**src/rtl/uart_pkg.sv**
```systemverilog
// Shared UART constants: default clock/line rates, bit-period computation,
// frame length and the FSM state encodings used by the RX and TX halves.
package uart_pkg;

    localparam int unsigned CLK_FREQ_DEF  = 50_000_000;
    localparam int unsigned BAUD_RATE_DEF = 9600;
    localparam int unsigned FRAME_BITS    = 10;

    function automatic int unsigned baud_cnt_max(input int unsigned clk_freq,
                                                 input int unsigned baud_rate);
        return clk_freq / baud_rate;
    endfunction

    typedef enum logic {RX_IDLE, RX_BUSY} rx_state_t;
    typedef enum logic {TX_IDLE, TX_SEND} tx_state_t;

endpackage

```
**src/rtl/uart_rx.sv**
```systemverilog
// 8N1 receiver: 2-flop sync + edge detect, mid-bit sampling, rx_done one-clock pulse.
// Latency: rx_done one clock after the stop-bit sample; no backpressure, consumer must take the byte.
module uart_rx
    import uart_pkg::*;
#(
    parameter int unsigned BAUD_CNT_MAX = baud_cnt_max(CLK_FREQ_DEF, BAUD_RATE_DEF)
) (
    input  logic       sys_clk,
    input  logic       sys_rst_n,
    input  logic       rs232_rx,
    output logic [7:0] rx_data,
    output logic       rx_done
);

    localparam int unsigned      CNT_W    = $clog2(BAUD_CNT_MAX);
    localparam logic [CNT_W-1:0] CNT_LAST = CNT_W'(BAUD_CNT_MAX - 1);
    localparam logic [CNT_W-1:0] CNT_MID  = CNT_W'(BAUD_CNT_MAX / 2);
    localparam logic [3:0]       LAST_BIT = 4'(FRAME_BITS - 1);

    rx_state_t        state, state_nxt;
    logic             rx_s1, rx_s2, rx_s3;
    logic             fall, sample, cnt_wrap, done_nxt;
    logic [CNT_W-1:0] baud_cnt;
    logic [3:0]       bit_idx;
    logic [7:0]       shift_reg;

    assign fall     = rx_s3 && !rx_s2;
    assign sample   = (state == RX_BUSY) && (baud_cnt == CNT_MID);
    assign cnt_wrap = (baud_cnt == CNT_LAST);

    always_ff @(posedge sys_clk or negedge sys_rst_n) begin
        if (!sys_rst_n) begin
            state <= RX_IDLE;
        end else begin
            state <= state_nxt;
        end
    end

    // Returning to idle at the stop-bit midpoint lets a back-to-back start edge be seen.
    always_comb begin
        state_nxt = state;
        done_nxt  = 1'b0;
        case (state)
            RX_IDLE: begin
                if (fall) state_nxt = RX_BUSY;
            end
            RX_BUSY: begin
                if (sample) begin
                    if (bit_idx == 4'd0 && rx_s2) begin
                        state_nxt = RX_IDLE;
                    end else if (bit_idx == LAST_BIT) begin
                        state_nxt = RX_IDLE;
                        done_nxt  = rx_s2;
                    end
                end
            end
            default: state_nxt = RX_IDLE;
        endcase
    end

    always_ff @(posedge sys_clk or negedge sys_rst_n) begin
        if (!sys_rst_n) begin
            rx_s1     <= 1'b1;
            rx_s2     <= 1'b1;
            rx_s3     <= 1'b1;
            baud_cnt  <= '0;
            bit_idx   <= '0;
            shift_reg <= '0;
            rx_data   <= '0;
            rx_done   <= 1'b0;
        end else begin
            rx_s1   <= rs232_rx;
            rx_s2   <= rx_s1;
            rx_s3   <= rx_s2;
            rx_done <= done_nxt;
            if (done_nxt) rx_data <= shift_reg;
            if (state == RX_BUSY && state_nxt == RX_BUSY) begin
                if (cnt_wrap) begin
                    baud_cnt <= '0;
                    bit_idx  <= bit_idx + 4'd1;
                end else begin
                    baud_cnt <= baud_cnt + 1'b1;
                end
            end else begin
                baud_cnt <= '0;
                bit_idx  <= '0;
            end
            if (sample && bit_idx != 4'd0 && bit_idx != LAST_BIT) begin
                shift_reg <= {rx_s2, shift_reg[7:1]};
            end
        end
    end

endmodule

```
**src/rtl/uart_tx.sv**
```systemverilog
// 8N1 transmitter: registered line output, each bit exactly BAUD_CNT_MAX clocks.
// Latency: start bit on the clock after tx_start; tx_start ignored while tx_busy (caller holds data).
module uart_tx
    import uart_pkg::*;
#(
    parameter int unsigned BAUD_CNT_MAX = baud_cnt_max(CLK_FREQ_DEF, BAUD_RATE_DEF)
) (
    input  logic       sys_clk,
    input  logic       sys_rst_n,
    input  logic [7:0] tx_data,
    input  logic       tx_start,
    output logic       tx_busy,
    output logic       tx
);

    localparam int unsigned      CNT_W    = $clog2(BAUD_CNT_MAX);
    localparam logic [CNT_W-1:0] CNT_LAST = CNT_W'(BAUD_CNT_MAX - 1);
    localparam logic [3:0]       LAST_BIT = 4'(FRAME_BITS - 1);

    tx_state_t        state, state_nxt;
    logic             tx_nxt, cnt_wrap;
    logic [CNT_W-1:0] baud_cnt;
    logic [3:0]       bit_idx;
    logic [7:0]       shift_reg;

    assign tx_busy  = (state == TX_SEND);
    assign cnt_wrap = (baud_cnt == CNT_LAST);

    always_ff @(posedge sys_clk or negedge sys_rst_n) begin
        if (!sys_rst_n) begin
            state <= TX_IDLE;
        end else begin
            state <= state_nxt;
        end
    end

    // tx_nxt is the level for the bit that begins at the next edge.
    always_comb begin
        state_nxt = state;
        tx_nxt    = tx;
        case (state)
            TX_IDLE: begin
                tx_nxt = 1'b1;
                if (tx_start) begin
                    state_nxt = TX_SEND;
                    tx_nxt    = 1'b0;
                end
            end
            TX_SEND: begin
                if (cnt_wrap) begin
                    if (bit_idx == LAST_BIT) begin
                        state_nxt = TX_IDLE;
                        tx_nxt    = 1'b1;
                    end else if (bit_idx == LAST_BIT - 4'd1) begin
                        tx_nxt = 1'b1;
                    end else begin
                        tx_nxt = shift_reg[bit_idx[2:0]];
                    end
                end
            end
            default: state_nxt = TX_IDLE;
        endcase
    end

    always_ff @(posedge sys_clk or negedge sys_rst_n) begin
        if (!sys_rst_n) begin
            tx        <= 1'b1;
            baud_cnt  <= '0;
            bit_idx   <= '0;
            shift_reg <= '0;
        end else begin
            tx <= tx_nxt;
            if (state == TX_IDLE && tx_start) shift_reg <= tx_data;
            if (state == TX_SEND && state_nxt == TX_SEND) begin
                if (cnt_wrap) begin
                    baud_cnt <= '0;
                    bit_idx  <= bit_idx + 4'd1;
                end else begin
                    baud_cnt <= baud_cnt + 1'b1;
                end
            end else begin
                baud_cnt <= '0;
                bit_idx  <= '0;
            end
        end
    end

endmodule

```
**src/rtl/uart_top.sv**
```systemverilog
// UART echo: received bytes are retransmitted, with a one-byte holder while TX is busy.
// Latency: TX start bit two clocks after the RX stop-bit sample; newest byte overwrites a full holder.
module uart_top
    import uart_pkg::*;
#(
    parameter int unsigned CLK_FREQ  = CLK_FREQ_DEF,
    parameter int unsigned BAUD_RATE = BAUD_RATE_DEF
) (
    input  logic sys_clk,
    input  logic sys_rst_n,
    input  logic rs232_rx,
    output logic rs232_tx
);

    localparam int unsigned BAUD_CNT_MAX = baud_cnt_max(CLK_FREQ, BAUD_RATE);

    logic [7:0] rx_data, tx_data, hold_dat;
    logic       rx_done, tx_start, tx_busy, hold_vld;
    logic       send_hold, send_direct;

    // The holder drains before a fresh byte may bypass it, keeping echo order intact.
    assign send_hold   = hold_vld && !tx_busy;
    assign send_direct = rx_done && !tx_busy && !hold_vld;
    assign tx_start    = send_hold || send_direct;
    assign tx_data     = send_hold ? hold_dat : rx_data;

    always_ff @(posedge sys_clk or negedge sys_rst_n) begin
        if (!sys_rst_n) begin
            hold_dat <= '0;
            hold_vld <= 1'b0;
        end else if (rx_done && !send_direct) begin
            hold_dat <= rx_data;
            hold_vld <= 1'b1;
        end else if (send_hold) begin
            hold_vld <= 1'b0;
        end
    end

    uart_rx #(.BAUD_CNT_MAX(BAUD_CNT_MAX)) u_rx (
        .sys_clk   (sys_clk),
        .sys_rst_n (sys_rst_n),
        .rs232_rx  (rs232_rx),
        .rx_data   (rx_data),
        .rx_done   (rx_done)
    );

    uart_tx #(.BAUD_CNT_MAX(BAUD_CNT_MAX)) u_tx (
        .sys_clk   (sys_clk),
        .sys_rst_n (sys_rst_n),
        .tx_data   (tx_data),
        .tx_start  (tx_start),
        .tx_busy   (tx_busy),
        .tx        (rs232_tx)
    );

endmodule

```
**config.mk**
```make
export PLATFORM = sky130hd
export DESIGN_NAME = uart_top
export DESIGN_NICKNAME = d
export VERILOG_FILES = /design/src/rtl/uart_pkg.sv /design/src/rtl/uart_rx.sv /design/src/rtl/uart_tx.sv /design/src/rtl/uart_top.sv
export SDC_FILE = /design/constraint.sdc
export NUM_CORES = 1
export LEC_CHECK = 0
export BUFFER_PORTS_ARGS = -buffer_cell sky130_fd_sc_hd__buf_2
export CORE_MARGIN = 1.5
export CORE_UTILIZATION = 60
export CTS_BUF_LIST = sky130_fd_sc_hd__clkbuf_8 sky130_fd_sc_hd__clkbuf_16
export CTS_CLUSTER_SIZE = 40
export DETAILED_ROUTE_END_ITERATION = 8
export GPL_TIMING_DRIVEN = 1
export PLACE_DENSITY = 0.77
export SLEW_MARGIN = 20
export SYNTH_ARGS = -nofsm -noshare
export SYNTH_HDL_FRONTEND = slang
export SYNTH_SLANG_ARGS = --single-unit
```
**constraint.sdc**
```tcl
create_clock -name sys_clk -period 4.4 [get_ports sys_clk]
set_input_delay 0.44 -clock sys_clk [delete_from_list [all_inputs] [get_ports sys_clk]]
set_output_delay 0.44 -clock sys_clk [all_outputs]
set_load 0.01 [all_outputs]
```
# After elaboration in Yosys (flattened, before gate mapping)

Index checks and enable logic that the tools add are counted.

Register bits after elaboration: 74
Bits of input ports: 3
Output and inout bits: 1

Add/subtract/negate cells: 4
Order comparisons: 1
Equal/unequal tests: 10
Mux-type cells: 31
Bitwise gates (word level): 2
Reduce and logical (&&, ||, !) cells: 20

Operator list:

| kind                                                  | count |
|---|---|
| 2-to-1 mux 13 bit                                     | 4 |
| adder 13 x 1 -> 13 bit, second input constant         | 2 |
| == test 13 bit, second input constant                 | 2 |
| 2-to-1 mux 1 bit                                      | 18 |
| 2-to-1 mux 4 bit                                      | 4 |
| == test 13 x 12 -> 1 bit, second input constant       | 1 |
| == test 4 bit, second input constant                  | 3 |
| logical AND 1 bit                                     | 12 |
| adder 4 x 1 -> 4 bit, second input constant           | 2 |
| 2-to-1 mux 8 bit                                      | 1 |
| case mux 1 bit (2 select lines)                       | 3 |
| logical NOT 1 bit                                     | 4 |
| logical NOT 4 bit                                     | 1 |
| < comparator 3 x 4 -> 1 bit, second input constant    | 1 |
| inequality test 2 x 1 -> 1 bit, second input constant | 2 |
| inequality test 4 bit, second input constant          | 1 |
| nonzero test 4 bit                                    | 1 |
| binary-select mux 1 bit (select 3 bit)                | 1 |
| inequality test 2 bit, second input constant          | 1 |
| NOT 1 bit                                             | 2 |
| nonzero test 2 bit                                    | 1 |
| logical OR 1 bit                                      | 1 |

# Longest topological paths before layout

Gate-level depths: netlist of the first run.

Word-level depth: 8
Gate-level depth with buffers: 7

# Modules after synthesis

Synthesis of the first run repeated with hierarchy kept, for this count alone.

Cells, all modules: 310
Area, all modules: 3548.4 µm²

Modules (own cells, without submodules):

| module   | instances | cells an instance | area each (µm²) |
|---|---|---|---|
| uart_rx  | 1         | 143               | 1729.2 |
| uart_tx  | 1         | 135               | 1333.8 |
| uart_top | 1         | 32                | 485.5 |

# Least setup slack after synthesis of the first run

No wires, ideal clock.

Kind: register to register
From: register u_rx.baud_cnt[0]
To: register u_rx.rx_data[0]
Arrival time: 1.705 ns
Required time: 4.275 ns
Slack: 2.571 ns
Cell stages (with the launch flop): 8
Path buffers: 1
Period minus slack after synthesis: 1.829 ns
Cells stage by stage: dfrtp_1 -> inv_1 -> ha_1 -> nand4b_1 -> nor4b_4 -> and4bb_1 -> buf_6 -> mux2_2

Longest elaborated chain between the ends: 4

Ends and longest elaborated chain:

| item                     | line          | source |
|---|---|---|
| start, declared          | uart_rx.sv:23 | `logic [CNT_W-1:0] baud_cnt;` |
| start signal, assigned   | uart_rx.sv:82 | `baud_cnt <= baud_cnt + 1'b1;` |
| == test 13 x 12 -> 1 bit | uart_rx.sv:28 | `assign sample = (state == RX_BUSY) && (baud_cnt == CNT_MID);` |
| logical AND 1 bit        | uart_rx.sv:28 |  |
| 2-to-1 mux 1 bit         | uart_rx.sv:48 | `if (sample) begin` |
| 2-to-1 mux 1 bit         | uart_rx.sv:43 | `case (state)` |
| end signal, assigned     | uart_rx.sv:76 | `if (done_nxt) rx_data <= shift_reg;` |
| end, declared            | uart_rx.sv:11 | `output logic [7:0] rx_data,` |

No other way between the ends.
A chain may end at the register's enable or synchronous reset.

# Worst setup path in the final report of the first run

From: register u_rx.baud_cnt[0]
To: register u_rx.rx_data[3]

Same word-level chain as after synthesis.

==> out/results.txt, run 1 <==
FF+latch area: 0.001857 mm2
Post-Synth Simple-Gate Area: 0.1864
syn_area_per_cell: 11.31 um2
Syn Nets: 320
final setup vio count: 0
vias in the first global route: 2308
final worst setup slack: 2.335 ns
P&R area growth vs syn: 8.725%
Post-synth ARST share: 1.000
Sw Pwr: 0.3600 mW
Die H: 79.21 um
Synth Area in Adders: 0.03232
Initial Util: 0.6290
pwr dens: 393.0 mW/mm2
HP Start: rs232_rx
register area share after synthesis: 0.5329
# hold bufs at CTS: 0
DR vias: 2296
largest family of logic cells by synthesized area: simple AND/OR/NAND/NOR gates
CTS root buf: clkbuf_8
final hold vios: 0
slowest cell on the critical path: and4bb_1
post-layout instance area: 0.003789 mm2
antenna-violating nets left: 0
Worst Hold Class: primary input to flop
RSZ-0062 raised after global routing: no
part of the power in the clock network: 0.405
CP max FO: 8
Post-synth EDFFs: 0
TritonCTS sink count: 74
WP data required: 4.62 ns
Tot Pwr: 1.489 mW
DP Worst Slack: 2.339 ns
Crit. End Element: flop
reg2reg setup slack: 2.33 ns
max cap viols: 0
Synth Cell Area: 0.003485 mm2
Final HPWL DP: 4076 um
Least-Margin Pin Slew: 0.8915 ns
TNS Setup: 0 ns
final period utilization: 0.4694
worst path cell trace: inv_1 > ha_1 > nand4b_1 > nor4b_4 > and4bb_1 > mux2_2
clock transition at the registers of the reported paths: 0.07 ns
Via density: 5.872
mux contribution to synthesized area: 0.09336
hold_ws: 0.1997 ns
CP max stage delay: 0.46 ns
Post-Synth XOR/XNOR Area: 0.06284
top_reg_cell synth: dfrtp_1
total wire length: 5963 um
reg-to-reg startpoint: u_rx.baud_cnt[0]$_DFF_PN0_
Clock Skew: 0.01011 ns
input/output buffers: 3
DR iter-0 viols: 203
Worst Setup SP: u_rx.baud_cnt[0]$_DFF_PN0_
placed instance area: 0.003551 mm2
share of cells above drive strength 1: 0.1850
clk_lat worst skew: 0.34 ns
CTS-repair resized insts: 0
antenna cells: 0
initial antenna violation count: 0
WL/cell: 15.25 um
total track usage: 0.2196
Max Root-Sink Buffers: 2
fmax: 0.4842 GHz
Core ar.: 0.005540 mm2
largest net degree at the start of global routing: 75
Slew HR: 0.4057
min Tclk post-route: 2.065 ns
multi-input logic area: 0.001530 mm2
Fill cells: 432
switching fraction of total power: 0.2418
synth unique cells: 44
CTS tree: built
RePlAce Congestion: 0.8686
TritonCTS Buffers: 9
Horiz. Die Dim: 79.21 um
first-pass GRT wire length: 10500 um
Seq pwr share: 0.518
I/O pins: 4
num rows: 27
setup bufs post-CTS: 0
internal cell power: 1.129 mW
Crit Path Class: flop to flop
Yosys reg bits: 74
worst vdd ir: 0.3067 mV
first-pass detailed-route iteration total: 4
die footprint: 0.006273 mm2
top flop regs: u_rx.baud_cnt x13, u_tx.baud_cnt x13
Nets: 326
status: finished clean
DRC violations left: 0
leak pwr: 1.690 nW
Worst Setup Start Kind: flop
Compound-Gate Fraction of Synth Area: 0.06427
count of final max-slew check failures: 0
H-tree depth: 3
yosys warns: 0
global route overflow: 0
Arrival @ worst endpoint: 2.28 ns
Mapped Cells: 308
Gate power share: 0.076
==> final timing paths <==
check                                                      to  depth (start not counted)
worst min register to register           u_rx.rx_s2$_DFF_PN1_                          0
worst max-delay path              u_rx.rx_data[3]$_DFFE_PN0P_                          6
worst min-delay path                     u_rx.rx_s1$_DFF_PN1_                          1
worst max register to register    u_rx.rx_data[3]$_DFFE_PN0P_                          6
max in group asynchronous         u_tx.bit_idx[2]$_DFFE_PN0P_                          1
min in group asynchronous       u_tx.shift_reg[1]$_DFFE_PN0P_                          1
==> final cells by class <==
class | count | area share
inverter | 15 | 0.01486
timing repair buffer | 3 | 0.004624
sequential | 74 | 0.4901
tap | 72 | 0.02378
multi-input combinational | 211 | 0.4039
clock buffer | 12 | 0.04359
clock inverter | 4 | 0.01915
==> metrics by stage <==
stage,util,std cells
floorplan,-,308
global placement,0.6409,375
detailed placement,0.6409,375
CTS,0.6838,391
global route,0.6838,391
finish,0.6838,391
==> cells in the mapped netlist, types with 2 or more instances <==
library cell | count | area, um2
dfstp_2 | 4 | 105.1
nor2b_1 | 2 | 12.51
nand3b_1 | 2 | 15.01
nand2_1 | 18 | 67.56
nor4b_1 | 2 | 17.52
and4bb_2 | 4 | 50.05
o21ai_0 | 13 | 65.06
xnor2_1 | 19 | 166.4
mux2_2 | 24 | 270.3
clkbuf_1 | 3 | 11.26
and4b_1 | 2 | 20.02
and3_1 | 3 | 18.77
buf_2 | 3 | 15.01
o21ai_1 | 2 | 10.01
a21o_1 | 2 | 15.01
nand4b_1 | 2 | 17.52
nor2_1 | 39 | 146.4
dfrtp_1 | 70 | 1752
ha_1 | 9 | 112.6
nor4_1 | 4 | 25.02
a21oi_1 | 3 | 15.01
a31oi_1 | 2 | 12.51
nand4_1 | 7 | 43.79
mux4_2 | 2 | 45.04
nor3_1 | 7 | 35.03
a22oi_1 | 8 | 60.06
o221ai_1 | 2 | 17.52
nand3_1 | 15 | 75.07
xor2_1 | 6 | 52.55
inv_1 | 15 | 56.30
==> cell families (layout without fill, tap and decap cells) <==
kind of cell | count (synthesis) | in the layout
XOR/XNOR | 25 | 25
buffers and inverters | 23 | 34
AO/OA/AOI/OAI | 35 | 35
adder cells (fa/ha/maj) | 9 | 9
flip-flops | 74 | 74
AND/OR/NAND/NOR | 115 | 115
multiplexers | 27 | 27
==> power by group through the flow <==
stage                     Combinational (mW)  Sequential [mW]  Clock, mW
after CTS                              0.116            0.771      0.612
final                                  0.114            0.772      0.603
after global routing                   0.132            0.776      0.641
after global placement                 0.111            0.782          0
after floorplan                       0.0838            0.770          0
after detailed placement               0.115            0.784          0
==> cell usage in the layout (no fill, tap or decap), types with 3 or more instances in the layout <==
master / instances
nand3_1: 15
xnor2_1: 19
and3_1: 3
xor2_1: 6
nor4_1: 4
inv_1: 15
o21ai_0: 13
clkbuf_8: 12
nand4_1: 7
ha_1: 9
and4bb_2: 4
nand2_1: 18
mux2_2: 24
nor3_1: 7
a21oi_1: 3
a22oi_1: 8
nor2_1: 39
dfstp_2: 4
dfrtp_1: 70
==> worst max-delay path: cells and delay by family, from the launching register on <==
family,cells,cell delay (ns)
adder cells (fa/ha/maj),1,0.16
AND/OR/NAND/NOR,3,0.91
flip-flops,1,0.42
multiplexers,1,0.38
buffers and inverters,1,0.08
==> routing by layer <==
metal  routed length (um)  global-route usage
met2                 2995              0.3803
met3                  125             0.03793
met4                  133              0.1018
met5                    0                   0
met1                 2709              0.2668
Note: power is estimated with default switching activity, not from simulation.
==> run 2: changes to the inputs <==
==> constraint.sdc (replaced) <==
create_clock -name sys_clk -period 1.9 [get_ports sys_clk]
set_input_delay 0.19 -clock sys_clk [delete_from_list [all_inputs] [get_ports sys_clk]]
set_output_delay 0.19 -clock sys_clk [all_outputs]
set_load 0.01 [all_outputs]
==> run 2 against run 1 <==
Worst setup slack worse by 2.3 ns. Critical path depth up 1. Utilization up 1.9 points. Via count down 1.0%. First-iteration DRC count down 31%. Non-clock buffer count up 17. Clock skew about the same. Combinational power rose to 3.3 times the previous value. Count of clock-buffer cells in the layout down 1. Final cell count up 4.3%. Critical path type unchanged.
==> out/results.txt, run 2 (same netlist as run 1, synthesis figures left out) <==
Worst Hold Class: flop to flop
Final HPWL DP: 4342 um (+6.5%)
fmax: 0.5396 GHz (+11%)
non-filler cells in the finished layout: 408 (+4.3%)
first-pass detailed-route iteration total: 4 (unchanged)
min Tclk post-route: 1.853 ns (-0.2119 ns)
Arrival @ worst endpoint: 2.08 ns (-0.20 ns)
I/O pins: 4 (unchanged)
clk_lat worst skew: 0.34 ns (about the same)
Fill cells: 423 (-2.1%)
status: finished clean
Slew HR: 0.6092 (+0.2035)
DR vias: 2273 (-1.0%)
largest net degree at the start of global routing: 48 (-36%)
final setup vio count: 0 (unchanged)
Clock Skew: 0.01018 ns (+0.00007120 ns)
pwr dens: 830.5 mW/mm2 (+110%)
antenna cells: 0 (unchanged)
Horiz. Die Dim: 79.21 um (unchanged)
TritonCTS sink count: 74 (unchanged)
WL/cell: 14.95 um (-1.9%)
clock transition at the registers of the reported paths: 0.08 ns (about the same)
Via density: 5.571 (-5.1%)
top flop regs: u_rx.baud_cnt x13, u_tx.baud_cnt x13
commonest non-fill, non-tap cell in the layout: dfrtp_1
Worst Setup Start Kind: flop
DRC violations left: 0 (unchanged)
P&R area growth vs syn: 11.74%
global route overflow: 0 (unchanged)
initial antenna violation count: 0 (unchanged)
H-tree depth: 3 (unchanged)
CP max FO: 8 (unchanged)
max cap viols: 0 (unchanged)
die footprint: 0.006273 mm2 (unchanged)
input/output buffers: 3 (unchanged)
first-pass GRT wire length: 11150 um (+6.2%)
Crit. End Element: flop
TritonCTS Buffers: 9 (unchanged)
WP data required: 2.13 ns (-2.49 ns)
commonest non-fill, non-tap cells in the layout: 70 x dfrtp_1, 39 x nor2_1, 24 x mux2_2
vias in the first global route: 2501 (+8.4%)
placed instance area: 0.003661 mm2 (+3.1%)
antenna-violating nets left: 0 (unchanged)
total track usage: 0.2319 (+0.01237)
Core ar.: 0.005540 mm2 (unchanged)
Die H: 79.21 um (unchanged)
share of cells above drive strength 1: 0.2173 (+0.03231)
DR iter-0 viols: 141 (-31%)
final core occ: 0.7028 (+0.01897)
leak pwr: 1.748 nW (+3.4%)
post-layout instance area: 0.003894 mm2 (+2.8%)
Initial Util: 0.6290 (unchanged)
num rows: 27 (unchanged)
final period utilization: 0.9754 (+0.5061)
Max Root-Sink Buffers: 2 (unchanged)
Least-Margin Pin Slew: 0.5862 ns (-0.3053 ns)
Tot Pwr: 3.234 mW (+120%)
placed cell count: 388 (+3.5%)
Nets: 343 (+5.2%)
Crit Path Class: flop to flop
worst vdd ir: 0.7040 mV (+130%)
count of final max-slew check failures: 0 (unchanged)
CTS tree: built
final hold vios: 0 (unchanged)
RSZ-0062 raised after global routing: yes
RePlAce Congestion: 0.8350 (-3.9%)
total wire length: 6101 um (+2.3%)
CTS root buf: clkbuf_8
## run 2: changes by cell type in the layout (fill, tap and decap cells not counted), sizes merged
cell	delta
buf	+15
bufinv	-2
dlygate4sd3	+2
clkbuf	-1
inv	+2
clkinvlp	+1
## run 2: area by class of cell
cell class                      instances  area [um2]  area share
Multi-Input combinational cell        211        1541      0.3959
Clock inverter                          5       31.28    0.008033
Tap cell                               72       90.09     0.02314
Clock buffer                           11       151.4     0.03888
Sequential cell                        74        1857      0.4769
Inverter                               15       56.30     0.01446
Timing Repair Buffer                   20       166.4     0.04274
## run 2: final timing paths
path	start	to	slack [ns]	depth (start not counted)
min in group asynchronous	sys_rst_n	u_rx.rx_data[1]$_DFFE_PN0P_	0.40	2
max in group asynchronous	sys_rst_n	u_tx.tx$_DFFE_PN1P_	0.90	3
hold / removal	u_rx.rx_s1$_DFF_PN1_	u_rx.rx_s2$_DFF_PN1_	0.36	0
hold reg to reg	u_rx.rx_s1$_DFF_PN1_	u_rx.rx_s2$_DFF_PN1_	0.36	0
setup reg to reg	u_rx.baud_cnt[1]$_DFF_PN0_	u_rx.rx_data[4]$_DFFE_PN0P_	0.05	7
setup / recovery	u_rx.baud_cnt[1]$_DFF_PN0_	u_rx.rx_data[4]$_DFFE_PN0P_	0.05	7
## run 2: what timing repair did
item                       in CTS  in global routing
hold endpoints to repair       43                  0
gates resized for setup         1                  2
hold buffers                    2                  0
buffers inserted                0                  2
pin swaps                       0                  1
setup endpoints to repair       1                 31
## run 2: stage by stage
step | worst slack, ns | hold slack, ns | TNS, ns
2_1_floorplan | 0.07057 | -0.1056 | 0
3_3_place_gp | 0.1153 | 0.2342 | 0
3_5_place_dp | 0.01588 | 0.2319 | 0
4_1_cts | 0.01163 | 0.3585 | 0
5_1_grt | -0.05769 | 0.3660 | -0.4543
6_report | 0.04671 | 0.3578 | 0
## run 2: critical path, stage by stage (launching register included)
cell and delay (ns):
dfrtp_1 0.39, inv_1 0.06, ha_1 0.16, nand4b_1 0.15, nor4b_4 0.26, and4bb_1 0.24
buf_6 0.14, mux2_2 0.34
## run 2: routing by layer
| metal | GRT usage | vias to the layer above | part of all wire |
|---|---|---|---|
| met5 | 0 | - | 0 |
| met4 | 0.1158 | 0 | 0.022 |
| met3 | 0.04483 | 11 | 0.020 |
| met2 | 0.4009 | 27 | 0.50 |
| met1 | 0.2754 | 1102 | 0.46 |
| li1 | - | 1133 | - |
## run 2: report_power, final
group | switching (mW) | total [mW] | internal, mW
combinational | 0.194 | 0.373 | 0.179
sequential | 0.111 | 1.76 | 1.65
clock | 0.559 | 1.10 | 0.538
==> run 3: changes to the inputs <==
--- a/config.mk
+++ b/config.mk
@@ -7,12 +7,12 @@
 export LEC_CHECK = 0
 export BUFFER_PORTS_ARGS = -buffer_cell sky130_fd_sc_hd__buf_2
 export CORE_MARGIN = 1.5
-export CORE_UTILIZATION = 60
+export CORE_UTILIZATION = 42
 export CTS_BUF_LIST = sky130_fd_sc_hd__clkbuf_8 sky130_fd_sc_hd__clkbuf_16
 export CTS_CLUSTER_SIZE = 40
 export DETAILED_ROUTE_END_ITERATION = 8
 export GPL_TIMING_DRIVEN = 1
-export PLACE_DENSITY = 0.77
+export PLACE_DENSITY = 0.58
 export SLEW_MARGIN = 20
 export SYNTH_ARGS = -nofsm -noshare
 export SYNTH_HDL_FRONTEND = slang
==> run 3 against run 2 <==
Critical path depth stayed put. Count of clock-buffer cells in the layout decreased by 2. Combinational power up 8.0%. Utilization decreased by 22 points. Power decreased by 0.73%. Global-route usage decreased by 7.5 points. Maximum frequency rose by 3.2%. First-iteration DRC count fell by 48%. Cell area up 0.93%. Via count increased by 2.0%. Critical path type unchanged. Highest routed layer unchanged.
==> out/results.txt, run 3 (same netlist as run 1, synthesis figures left out) <==
count of final max-slew check failures: 0 (unchanged)
initial antenna violation count: 0 (unchanged)
P&R area growth vs syn: 12.78%
pwr dens: 816.8 mW/mm2 (-1.6%)
final hold vios: 0 (unchanged)
global route overflow: 0 (unchanged)
Die H: 94.09 um (+19%)
Initial Util: 0.4284 (-0.2006)
first-pass detailed-route iteration total: 4 (unchanged)
Worst Setup Start Kind: flop
leak pwr: 1.751 nW (+0.14%)
RePlAce Congestion: 0.7991 (-4.3%)
Clock Skew: 0.007766 ns (-0.002412 ns)
die footprint: 0.008852 mm2 (+41%)
vias in the first global route: 2398 (-4.1%)
met1 wire length: 3102 um (+10%)
Final HPWL DP: 4274 um (-1.6%)
I/O pins: 4 (unchanged)
switching fraction of total power: 0.2780 (+0.01094)
DRC violations left: 0 (unchanged)
Seq pwr share: 0.545 (about the same)
worst vdd ir: 0.3386 mV (-52%)
commonest non-fill, non-tap cell in the layout: dfrtp_1
Least-Margin Pin Slew: 0.6069 ns (+0.02073 ns)
Reg2Reg Depth: 7 (unchanged)
Nets: 346 (+0.87%)
TNS Setup: 0 ns (unchanged)
setup bufs post-CTS: 0 (unchanged)
TritonCTS sink count: 74 (unchanged)
internal cell power: 2.318 mW (-2.2%)
Gate power share: 0.125 (+0.010)
Crit Path Class: flop to flop
WP data required: 2.13 ns (about the same)
CTS root buf: clkbuf_8
metal2 WL: 2684 um (-11%)
share of cells above drive strength 1: 0.2242 (+0.006927)
met3 wire length: 104 um (-13%)
H-tree depth: 3 (unchanged)
Via density: 5.221 (-6.3%)
Hold Crit Depth: 0 (unchanged)
final period utilization: 0.9455 (-0.02990)
total track usage: 0.1565 (-0.07543)
Slew HR: 0.5954 (-0.01382)
hold_ws: 0.3576 ns (-0.0001110 ns)
DR vias: 2318 (+2.0%)
Max Root-Sink Buffers: 2 (unchanged)
DR iter-0 viols: 73 (-48%)
RSZ-0062 raised after global routing: no
max cap viols: 0 (unchanged)
Arrival @ worst endpoint: 2.02 ns (-0.06 ns)
Crit. End Element: flop
placed cell count: 426 (+9.8%)
CP max FO: 8 (unchanged)
Worst Hold Class: flop to flop
Core ar.: 0.008134 mm2 (+47%)
FF+latch area: 0.001857 mm2 (unchanged)
antenna-violating nets left: 0 (unchanged)
input/output buffers: 3 (unchanged)
WL/cell: 13.50 um (-9.7%)
fmax: 0.5566 GHz (+3.2%)
clk_lat worst skew: 0.34 ns (about the same)
top flop regs: u_rx.baud_cnt x13, u_tx.baud_cnt x13
first-pass GRT wire length: 10830 um (-2.8%)
Fill cells: 723 (+71%)
Horiz. Die Dim: 94.09 um (+19%)
largest net degree at the start of global routing: 49 (+2.1%)
num rows: 33 (+22%)
total wire length: 5995 um (-1.7%)
Tot Pwr: 3.210 mW (-0.73%)
multi-input logic area: 0.001539 mm2 (-0.16%)
Sw Pwr: 0.8923 mW (+3.3%)
status: finished clean
antenna cells: 0 (unchanged)
clock transition at the registers of the reported paths: 0.08 ns (about the same)
TritonCTS Buffers: 9 (unchanged)
min Tclk post-route: 1.796 ns (-0.05681 ns)
commonest non-fill, non-tap cells in the layout: 70 x dfrtp_1, 39 x nor2_1, 24 x mux2_2
uppermost layer routed: met4
final setup vio count: 0 (unchanged)
non-filler cells in the finished layout: 444 (+8.8%)
part of the power in the clock network: 0.330 (-0.009)
CTS tree: built
final core occ: 0.4832 (-0.2196)
## run 3: cell types whose count changed in the layout (fill, tap and decap cells not counted), sizes merged
cell    previous run  this run
clkbuf            11         9
clkinv             1         3
buf               18        21
## run 3: cell type report
cell class | count | share of cell area
flip-flops and latches | 74 | 0.4725
well taps | 105 | 0.03343
multi-input cells | 211 | 0.3916
clock inverters | 7 | 0.01178
inverters | 15 | 0.01433
repair buffers | 23 | 0.04489
clock buffers | 9 | 0.03152
## run 3: per-stage QoR
stage / worst slack, ns / area, um2
2_1_floorplan: 0.07057 / 3485
3_3_place_gp: 0.1099 / 3727
3_5_place_dp: 0.07354 / 3727
4_1_cts: 0.06835 / 3918
5_1_grt: 0.001975 / 3930
6_report: 0.1035 / 3930
## run 3: path summary, 6_finish.rpt
kind | from | slack (ns) | endpoint
hold reg to reg | u_rx.rx_s1$_DFF_PN1_ | 0.36 | u_rx.rx_s2$_DFF_PN1_
setup / recovery | u_rx.baud_cnt[1]$_DFF_PN0_ | 0.10 | u_rx.rx_data[3]$_DFFE_PN0P_
hold / removal | u_rx.rx_s1$_DFF_PN1_ | 0.36 | u_rx.rx_s2$_DFF_PN1_
min in group asynchronous | sys_rst_n | 0.40 | u_tx.bit_idx[0]$_DFFE_PN0P_
setup reg to reg | u_rx.baud_cnt[1]$_DFF_PN0_ | 0.10 | u_rx.rx_data[3]$_DFFE_PN0P_
max in group asynchronous | sys_rst_n | 0.91 | u_rx.baud_cnt[8]$_DFF_PN0_
## run 3: worst max-delay path: stages (launching register included)
cell      delay [ns]
dfrtp_1         0.39
inv_1           0.06
ha_1            0.15
nand4b_1        0.15
nor4b_4         0.24
and4bb_1        0.23
buf_6           0.14
mux2_2          0.34
## run 3: timing repair
| action | 4_1_cts | 5_1_grt |
|---|---|---|
| gates resized for setup | 0 | 2 |
| endpoints found under the setup margin | 0 | 15 |
| hold endpoints to repair | 42 | 0 |
| hold buffers | 2 | 0 |
## run 3: layer usage
metal	up-vias	global-route usage
met1	1158	0.2055
li1	1138	-
met3	9	0.03641
met4	0	0.06716
met5	-	0
met2	13	0.2470
## run 3: power groups by stage
stage	clock network, mW	registers (mW)	logic [mW]
final	1.06	1.75	0.403
after global routing	1.17	1.76	0.453
after CTS	1.09	1.74	0.403
after detailed placement	0	1.77	0.403
after global placement	0	1.77	0.391
after floorplan	0	1.78	0.194
